==> src/rtl/madd_seq_approx_if.sv <==
// Operand/result bus for madd_seq_approx.
//
// Handshake semantics (both directions): a transfer happens on a rising clock
// edge where valid && ready are both high. The source holds valid and its
// payload stable until that edge. The sink may raise or lower ready at any
// time. Input side: the master drives in_valid/a/b/c/approx and the block
// drives in_ready. Output side: the block drives out_valid/y/err_mag/err_flag
// and the master drives out_ready.
interface madd_seq_approx_if #(
    parameter int WIDTH = 2
);
    logic                 in_valid;
    logic                 in_ready;
    logic [WIDTH-1:0]     a;
    logic [WIDTH-1:0]     b;
    logic [WIDTH-1:0]     c;
    logic                 approx;
    logic                 out_valid;
    logic                 out_ready;
    logic [2*WIDTH-1:0]   y;
    logic [2*WIDTH-1:0]   err_mag;
    logic                 err_flag;

    modport master (
        output in_valid, a, b, c, approx, out_ready,
        input  in_ready, out_valid, y, err_mag, err_flag
    );

    modport slave (
        input  in_valid, a, b, c, approx, out_ready,
        output in_ready, out_valid, y, err_mag, err_flag
    );
endinterface

==> src/rtl/madd_seq_approx.sv <==
// Sequential approximate multiply-add: y = a*b + c via shift-add, one bit of
// b per cycle. An exact shadow accumulator runs in parallel so each result
// carries its error magnitude, a threshold flag, and feeds a saturating
// violation counter.
//
// Cycle plan: accept edge -> WIDTH accumulate cycles (steps 0..WIDTH-1) ->
// one finalize cycle (step == WIDTH) that registers the outputs -> DONE.
// out_valid therefore rises WIDTH+1 cycles after the accept edge.
module madd_seq_approx #(
    parameter int WIDTH = 2,
    parameter int TRUNC = 1,
    parameter int ET    = 5,
    parameter int CNT_W = 16
) (
    input  logic             clk,
    input  logic             rst_n,
    madd_seq_approx_if.slave bus,
    input  logic             clr_stats,
    output logic [CNT_W-1:0] viol_cnt,
    output logic [1:0]       state_dbg
);
    localparam int RW = 2 * WIDTH;
    localparam int SW = $clog2(WIDTH + 1);
    // Keeps partial-product columns at or above TRUNC in approximate mode.
    localparam logic [RW-1:0] TMASK = ~((RW'(1) << TRUNC) - RW'(1));

    typedef enum logic [1:0] {
        IDLE = 2'd0,
        MUL  = 2'd1,
        DONE = 2'd2
    } state_t;

    state_t           state_q, state_n;
    logic [SW-1:0]    step_q;
    logic [WIDTH-1:0] a_q, b_q;
    logic             approx_q;
    logic [RW-1:0]    acc_exa_q, acc_apx_q;
    logic [RW-1:0]    y_q, err_q;
    logic             flag_q;
    logic [CNT_W-1:0] viol_q;

    logic             in_ready, out_valid;
    logic             accept, deliver, last_step;
    logic [WIDTH-1:0] b_shift;
    logic [RW-1:0]    pp, pp_apx, err_now;

    // Partial product for the current step plus the running error.
    always_comb begin
        b_shift   = b_q >> step_q;
        pp        = b_shift[0] ? ({{WIDTH{1'b0}}, a_q} << step_q) : '0;
        pp_apx    = approx_q ? (pp & TMASK) : pp;
        err_now   = acc_exa_q - acc_apx_q;
        last_step = (step_q == SW'(WIDTH));
    end

    // Next-state logic and handshake outputs.
    always_comb begin
        state_n   = state_q;
        in_ready  = 1'b0;
        out_valid = 1'b0;
        case (state_q)
            IDLE: begin
                in_ready = 1'b1;
                if (bus.in_valid) state_n = MUL;
            end
            MUL: begin
                if (last_step) state_n = DONE;
            end
            DONE: begin
                out_valid = 1'b1;
                if (bus.out_ready) state_n = IDLE;
            end
            default: state_n = IDLE;
        endcase
    end

    assign accept  = in_ready & bus.in_valid;
    assign deliver = out_valid & bus.out_ready;

    // State register; reset aborts any operation in flight.
    always_ff @(posedge clk or negedge rst_n) begin
        if (!rst_n) state_q <= IDLE;
        else        state_q <= state_n;
    end

    // Operand capture, shift-add accumulation and output registration.
    always_ff @(posedge clk or negedge rst_n) begin
        if (!rst_n) begin
            step_q    <= '0;
            a_q       <= '0;
            b_q       <= '0;
            approx_q  <= 1'b0;
            acc_exa_q <= '0;
            acc_apx_q <= '0;
            y_q       <= '0;
            err_q     <= '0;
            flag_q    <= 1'b0;
        end else begin
            if (accept) begin
                a_q       <= bus.a;
                b_q       <= bus.b;
                approx_q  <= bus.approx;
                acc_exa_q <= {{WIDTH{1'b0}}, bus.c};
                acc_apx_q <= {{WIDTH{1'b0}}, bus.c};
                step_q    <= '0;
            end else if (state_q == MUL) begin
                if (last_step) begin
                    y_q    <= acc_apx_q;
                    err_q  <= err_now;
                    flag_q <= (err_now > RW'(ET));
                end else begin
                    acc_exa_q <= acc_exa_q + pp;
                    acc_apx_q <= acc_apx_q + pp_apx;
                    step_q    <= step_q + SW'(1);
                end
            end
        end
    end

    // Saturating count of delivered flagged results; clear has priority.
    always_ff @(posedge clk or negedge rst_n) begin
        if (!rst_n) begin
            viol_q <= '0;
        end else if (clr_stats) begin
            viol_q <= '0;
        end else if (deliver && flag_q && (viol_q != {CNT_W{1'b1}})) begin
            viol_q <= viol_q + CNT_W'(1);
        end
    end

    assign bus.in_ready  = in_ready;
    assign bus.out_valid = out_valid;
    assign bus.y         = y_q;
    assign bus.err_mag   = err_q;
    assign bus.err_flag  = flag_q;
    assign viol_cnt      = viol_q;
    assign state_dbg     = state_q;
endmodule
==> src/flat_wrapper.sv <==
// flat-port wrapper written by rule: the top's interface ports become plain ports
module madd_seq_approx_flat 
#(
    parameter int WIDTH = 2,
    parameter int TRUNC = 1,
    parameter int ET    = 5,
    parameter int CNT_W = 16
)
  (clk, rst_n, clr_stats, viol_cnt, state_dbg, bus_in_valid, bus_a, bus_b, bus_c, bus_approx, bus_out_ready, bus_in_ready, bus_out_valid, bus_y, bus_err_mag, bus_err_flag);
  madd_seq_approx_if #(.WIDTH(WIDTH)) bus_i ();
  input  logic clk;
  input  logic rst_n;
  input  logic clr_stats;
  output logic [CNT_W-1:0] viol_cnt;
  output logic [1:0] state_dbg;
  input wire logic [$bits(bus_i.in_valid)-1:0] bus_in_valid;
  input wire logic [$bits(bus_i.a)-1:0] bus_a;
  input wire logic [$bits(bus_i.b)-1:0] bus_b;
  input wire logic [$bits(bus_i.c)-1:0] bus_c;
  input wire logic [$bits(bus_i.approx)-1:0] bus_approx;
  input wire logic [$bits(bus_i.out_ready)-1:0] bus_out_ready;
  output wire logic [$bits(bus_i.in_ready)-1:0] bus_in_ready;
  output wire logic [$bits(bus_i.out_valid)-1:0] bus_out_valid;
  output wire logic [$bits(bus_i.y)-1:0] bus_y;
  output wire logic [$bits(bus_i.err_mag)-1:0] bus_err_mag;
  output wire logic [$bits(bus_i.err_flag)-1:0] bus_err_flag;
  assign bus_i.in_valid = bus_in_valid;
  assign bus_i.a = bus_a;
  assign bus_i.b = bus_b;
  assign bus_i.c = bus_c;
  assign bus_i.approx = bus_approx;
  assign bus_i.out_ready = bus_out_ready;
  assign bus_in_ready = bus_i.in_ready;
  assign bus_out_valid = bus_i.out_valid;
  assign bus_y = bus_i.y;
  assign bus_err_mag = bus_i.err_mag;
  assign bus_err_flag = bus_i.err_flag;
  madd_seq_approx #(.WIDTH(WIDTH), .TRUNC(TRUNC), .ET(ET), .CNT_W(CNT_W)) u_core (.clk(clk), .rst_n(rst_n), .bus(bus_i), .clr_stats(clr_stats), .viol_cnt(viol_cnt), .state_dbg(state_dbg));
endmodule
==> config.mk <==
export PLATFORM = sky130hd
export DESIGN_NAME = madd_seq_approx_flat
export DESIGN_NICKNAME = d
export VERILOG_FILES = /design/src/rtl/madd_seq_approx_if.sv /design/src/rtl/madd_seq_approx.sv /design/src/flat_wrapper.sv
export SDC_FILE = /design/constraint.sdc
export NUM_CORES = 1
export LEC_CHECK = 0
export BUFFER_PORTS_ARGS = -buffer_cell sky130_fd_sc_hd__buf_4
export CORE_MARGIN = 3
export CORE_UTILIZATION = 30
export CTS_CLUSTER_SIZE = 28
export DETAILED_ROUTE_END_ITERATION = 10
export SLEW_MARGIN = 5
export SYNTH_ARGS = -nofsm -noshare
export SYNTH_HDL_FRONTEND = slang
export SYNTH_SLANG_ARGS = --single-unit
==> constraint.sdc <==
create_clock -name clk -period 2.8 [get_ports clk]
set_input_delay 0.28 -clock clk [delete_from_list [all_inputs] [get_ports clk]]
set_output_delay 0.28 -clock clk [all_outputs]
set_load 0.05 [all_outputs]
## Yosys cells after proc, flatten, opt, wreduce, memory -nomap -nowiden

Cells that the tools add are included.

| storage, ports and cells | value |
|---|---|
| register bits | 42 |
| bits in latches | 0 |
| memory bits (writable) | 0 |
| bits in read-only memories | 0 |
| input bits | 12 |
| output and inout bits | 29 |
| word-level logic and storage cells | 57 |
| memories | 0 |

| cells by class | value |
|---|---|
| $add $sub $neg | 5 |
| multipliers | 0 |
| div/mod/pow operators | 0 |
| order comparisons | 1 |
| equality and inequality tests | 8 |
| shifts and indexed selects | 2 |
| multiplexer cells | 19 |
| bitwise operators | 3 |
| reductions and logical operators | 8 |

Operator list:

| operator | number |
|---|---|
| 2-to-1 mux 16 bit | 2 |
| 2-to-1 mux 4 bit | 7 |
| adder 16 x 1 -> 16 bit, second input constant | 1 |
| inequality test 16 bit, second input constant | 1 |
| 2-to-1 mux 2 bit | 6 |
| adder 4 bit | 2 |
| case mux 2 bit (3 select lines) | 1 |
| AND reduction 3 bit | 2 |
| equality test 2 bit, second input constant | 2 |
| greater-than comparator 4 x 3 -> 1 bit, second input constant | 1 |
| inequality test 2 x 1 -> 1 bit, second input constant | 2 |
| inequality test 2 bit, second input constant | 2 |
| nonzero test 2 bit | 2 |
| left shift 2 x 2 -> 4 bit | 1 |
| subtractor 4 bit | 1 |
| 2-to-1 mux 1 bit | 3 |
| adder 2 x 1 -> 2 bit, second input constant | 1 |
| bitwise AND 1 bit | 2 |
| equality test 2 x 1 -> 1 bit, second input constant | 1 |
| logical AND 1 bit | 2 |
| logical NOT 2 bit | 1 |
| AND reduction 2 bit | 1 |
| >> shifter 2 x 2 -> 1 bit | 1 |
| NOT 1 bit | 1 |

## Longest topological paths before layout

| logic depth | value |
|---|---|
| word-level depth | 7 |
| gate-level depth with buffers | 10 |
| mapped depth without buffers | 10 |

## Worst setup path after synthesis

No wires, ideal clock.

| timing path | value |
|---|---|
| kind | register to register |
| start | reg u_core.state_q[0], in the netlist u_core.state_dbg[0] |
| end | reg u_core.a_q[0] |
| library setup time | 125 ps |
| arrival | 2311 ps |
| data required time | 2675 ps |
| setup slack | 364 ps |
| cell stages (with the launch flop) | 6 |
| path buffers | 2 |
| cells stage by stage | dfrtp_1 > buf_2 > nor2_1 > and2_1 > buf_2 > mux2_2 |

| between the ends | value |
|---|---|
| longest elaborated chain between the ends | 3 |

RTL lines:

| what | line | source |
|---|---|---|
| start: declaration | madd_seq_approx.sv:33 | `state_t state_q, state_n;` |
| start signal: assignment | madd_seq_approx.sv:83 | `else state_q <= state_n;` |
| logical NOT 2 bit | madd_seq_approx.sv:61 | `case (state_q)` |
| 2-to-1 mux 1 bit | madd_seq_approx.sv:61 |  |
| net bus_in_ready | flat_wrapper.sv:22 | `output wire logic [$bits(bus_i.in_ready)-1:0] bus_in_ready;` |
| bitwise AND 1 bit | madd_seq_approx.sv:77 | `assign accept = in_ready & bus.in_valid;` |
| end signal: assignment | madd_seq_approx.sv:100 | `a_q <= bus.a;` |
| end: declaration | madd_seq_approx.sv:35 | `logic [WIDTH-1:0] a_q, b_q;` |

The timed path passes the listed nets, and every way through them passes these cells.
A chain may end at the register's enable or synchronous reset.

## Worst setup path after layout

| timing path | value |
|---|---|
| start | reg u_core.step_q[1] |
| end | reg u_core.acc_apx_q[2] |

| between the ends | value |
|---|---|
| longest elaborated chain between the ends | 7 |
| elaborated cells on any way between the ends | 11 |
| classes of those cells | add/sub: 1; eq/ne: 2; shift: 2; mux: 5; reduce/logical: 1 |

RTL lines:

| what | line | source |
|---|---|---|
| start: declaration | madd_seq_approx.sv:34 | `logic [SW-1:0] step_q;` |
| start signal: assignment | madd_seq_approx.sv:114 | `step_q <= step_q + SW'(1);` |
| left shift 2 x 2 -> 4 bit / >> shifter 2 x 2 -> 1 bit (equally long branches) | madd_seq_approx.sv:50, madd_seq_approx.sv:49 |  |
| 2-to-1 mux 4 bit | madd_seq_approx.sv:50 | `pp = b_shift[0] ? ({{WIDTH{1'b0}}, a_q} << step_q) : '0;` |
| 2-to-1 mux 1 bit | madd_seq_approx.sv:51 | `pp_apx = approx_q ? (pp & TMASK) : pp;` |
| adder 4 bit | madd_seq_approx.sv:113 | `acc_apx_q <= acc_apx_q + pp_apx;` |
| 2-to-1 mux 4 bit | madd_seq_approx.sv:107 | `if (last_step) begin` |
| 2-to-1 mux 4 bit | madd_seq_approx.sv:106 | `end else if (state_q == MUL) begin` |
| 2-to-1 mux 4 bit | madd_seq_approx.sv:99 | `if (accept) begin` |
| end signal: assignment | madd_seq_approx.sv:104 | `acc_apx_q <= {{WIDTH{1'b0}}, bus.c};` |
| end signal: assignment | madd_seq_approx.sv:113 |  |
| end: declaration | madd_seq_approx.sv:37 | `logic [RW-1:0] acc_exa_q, acc_apx_q;` |

Several ways; a longest one is shown, not always the timed one. The select of a mux whose other input is x is not followed.

==> results.ini <==
[synth]
syn_area_per_cell_sq_um = 10.1
synth_fa_ha_area_share_pct = 8.62
synth_area_leaders = dfrtp_1 (46%), ha_1 (6.0%), mux2_2 (3.4%), nor2_1 (3.4%), nand2_1 (3.3%)
synth_compound_area_share_pct = 14.3
yosys.area_share.simple_pct = 18.9
ys_warn_count = 0
syn_area_sq_um = 2290
synth_edf_count = 0
ys_ff_latch = 42
synth.largest_area_cell = dfrtp_1
synth_cell_type_count = 43
async_reset_ff_share_pct = 100
synth_mux_area_share_pct = 4.31
yosysMostFrequentCell = dfrtp_1
syn-num-nets = 253
synth-seq-area-share_pct = 45.8
synth-xor-area-share_pct = 4.58
synth.top_cell.area_share_pct = 45.8
syn_inst = 227
synth_top_family_by_area = simple AND/OR/NAND/NOR gates
synthFlopType = dfrtp_1
synthTopCellsByCount = dfrtp_1 (42), nor2_1 (21), nand2_1 (20), a21oi_1 (13), o21ai_0 (13)

[power]
finalPower_mw = 2.67
p_leak_nw = 1.28
peakVddDrop_v = 0.000597
power_density_nw_per_um2 = 961

[sta]
slew_headroom_pct = 62.4
skew_ns = 0.00369
setup_violations = 0
period_minus_slack_ns = 2.07
tightest_slew_ns = 0.562
maxSlewViolCount = 0
rsz0062_at_grt = false
finalSetupTns_ns = 0
clock.fmax_ghz = 0.482
final_hold_viol_count = 0
timing.hold.ws_ns = 0.214
finalCritPeriodShare_pct = 74.1

[critical_path]
end_kind = register
worst-path-stages = 7
cp_max_fo = 7
slowest_delay_ns = 0.46
startpoint_type = register
crit_type = reg2reg
crit_buf_inv = 1
slowest_stage = dfrtp_1
cp.arrival_ns = 2.29
reg2reg_depth = 7
worstPathRequired_ns = 3.01
path_cells = nor4_1 -> ha_1 -> inv_1 -> fa_1 -> xor2_1 -> or3_1 -> o21ai_0
crit_family = simple AND/OR/NAND/NOR gates

[drt]
met1_length_mm = 2.27
via_per_inst = 4.88
vias = 1791
wl_per_cell_um = 13.3
drtIter0Drc = 61
top_layer_used = met4
wl_met2_mm = 2.25
route.detailed.drc = 0
wl_met3_um = 336
routed_wl_mm = 4.88
dr.pass1.iters = 4
ant_nets = 0

[global_routing]
grt_pass1_wl_mm = 8.63
grt_overflow = 0
grt_pass1_vias = 1790
antenna_found_initial = 0
grt_max_degree = 43
grt_usage_pct = 12.5

[job]
drv_cap = 0

[die]
initial_utilization_pct = 31.3
die_x_um = 93.4
die_h_um = 93.4
core_sq_um = 7330
io_pins = 41
row_count = 31
die-area_sq_um = 8730

[placement]
dpl.hpwl_mm = 3.64
placed_area_sq_um = 2690
gp_congestion = 0.852
portBuffers = 40

[layout]
synthToLayoutAreaGrowth_pct = 21.0
utilization_pct = 37.9
nNetsFinal = 294
regArea_sq_um = 1050
fillers = 737
multi_input_area_sq_um = 1160
drive_above_1_share_pct = 21.6
fin_area_sq_um = 2780
diodes = 0

[clock_tree]
cts_tree = done
clk_latency_ns = 0.29
cts-root-buf = clkbuf_8
htree_levels = 2
clockBufferDepth = 2
cts.repair.resized = 0
clk_pin_slew_ns = 0.08
cts-buffers-inserted = 5
cts.sink_count = 42

[min_path]
min_path_cells = 2
hp-class = in2reg

[status]
status = finished, final reports clean

logic make-up after synthesis:
group	after synthesis
buffers and inverters	20
adders and majority gates	14
and+or+nand+nor	79
AOI/OAI and AO/OA	51
muxes	9
DFF	42
xor gates and xnor gates	12
sequential cells by signal, indices dropped and copies added (netlist names):
signal and count:
u_core.acc_apx_q 4, u_core.state_dbg 2, u_core.a_q 2, u_core.acc_exa_q 4, u_core.b_q 2, u_core.approx_q 1
u_core.bus.err_flag 1, u_core.step_q 2, u_core.viol_cnt 16, u_core.bus.y 4, u_core.bus.err_mag 4
layer usage:
metal	up-vias	global-route usage (%)
li1	889	-
met1	846	16.2
met2	52	19.9
met3	4	4.26
met4	0	2.93
met5	-	0
report_power, final:
group,internal [mW],switching (mW)
registers,0.792,0.193
clock network,0.172,0.199
logic,0.519,0.791
worst register-to-register path: stages (launching register included):
cell and delay (ns):
dfrtp_1 0.46, nor4_1 0.32, ha_1 0.23, inv_1 0.06, fa_1 0.37, xor2_1 0.16
or3_1 0.31, o21ai_0 0.09
stage by stage:
step	setup WS [ns]	instances
5_1_grt	0.536	367
2_1_floorplan	0.364	227
3_5_place_dp	0.738	359
4_1_cts	0.694	367
3_3_place_gp	0.725	359
6_report	0.726	367
layout make-up:
cell class                 instances  area share, %
multi-input combinational        165           42.0
sequential                        42           37.9
timing repair buffer              41           11.2
tap                               99           4.46
clock buffer                       7           2.75
inverter                          13           1.76
placed cells by master (no fill, tap or decap), types with 3 or more instances in the layout:
cell type,n
ha_1,11
a22o_1,4
clkbuf_8,5
or3_1,3
o21ai_0,13
fa_1,3
buf_4,40
nand2_1,20
inv_1,12
mux2_2,7
o31ai_1,4
xnor2_1,5
nor2_1,21
dfrtp_1,42
xor2_1,7
nand3_1,9
a21o_1,6
nor3_1,7
a21oi_1,13
final timing paths:
path | slack [ns] | startpoint | to
setup / recovery | 0.73 | u_core.step_q[1] | u_core.acc_apx_q[2]
hold / removal | 0.21 | bus_b[1] | u_core.b_q[1]
setup reg to reg | 0.73 | u_core.step_q[1] | u_core.acc_apx_q[2]
hold reg to reg | 0.49 | u_core.bus.y[1] | u_core.bus.y[1]
max in group asynchronous | 1.92 | rst_n | u_core.bus.y[2]
min in group asynchronous | 0.51 | rst_n | u_core.viol_cnt[5]
timing repair:
| action | CTS | global route |
|---|---|---|
| buffers inserted | 0 | 0 |
| hold buffers | 1 | 0 |
| endpoints found under the hold margin | 42 | 0 |
(Power assumes the default switching activity.)
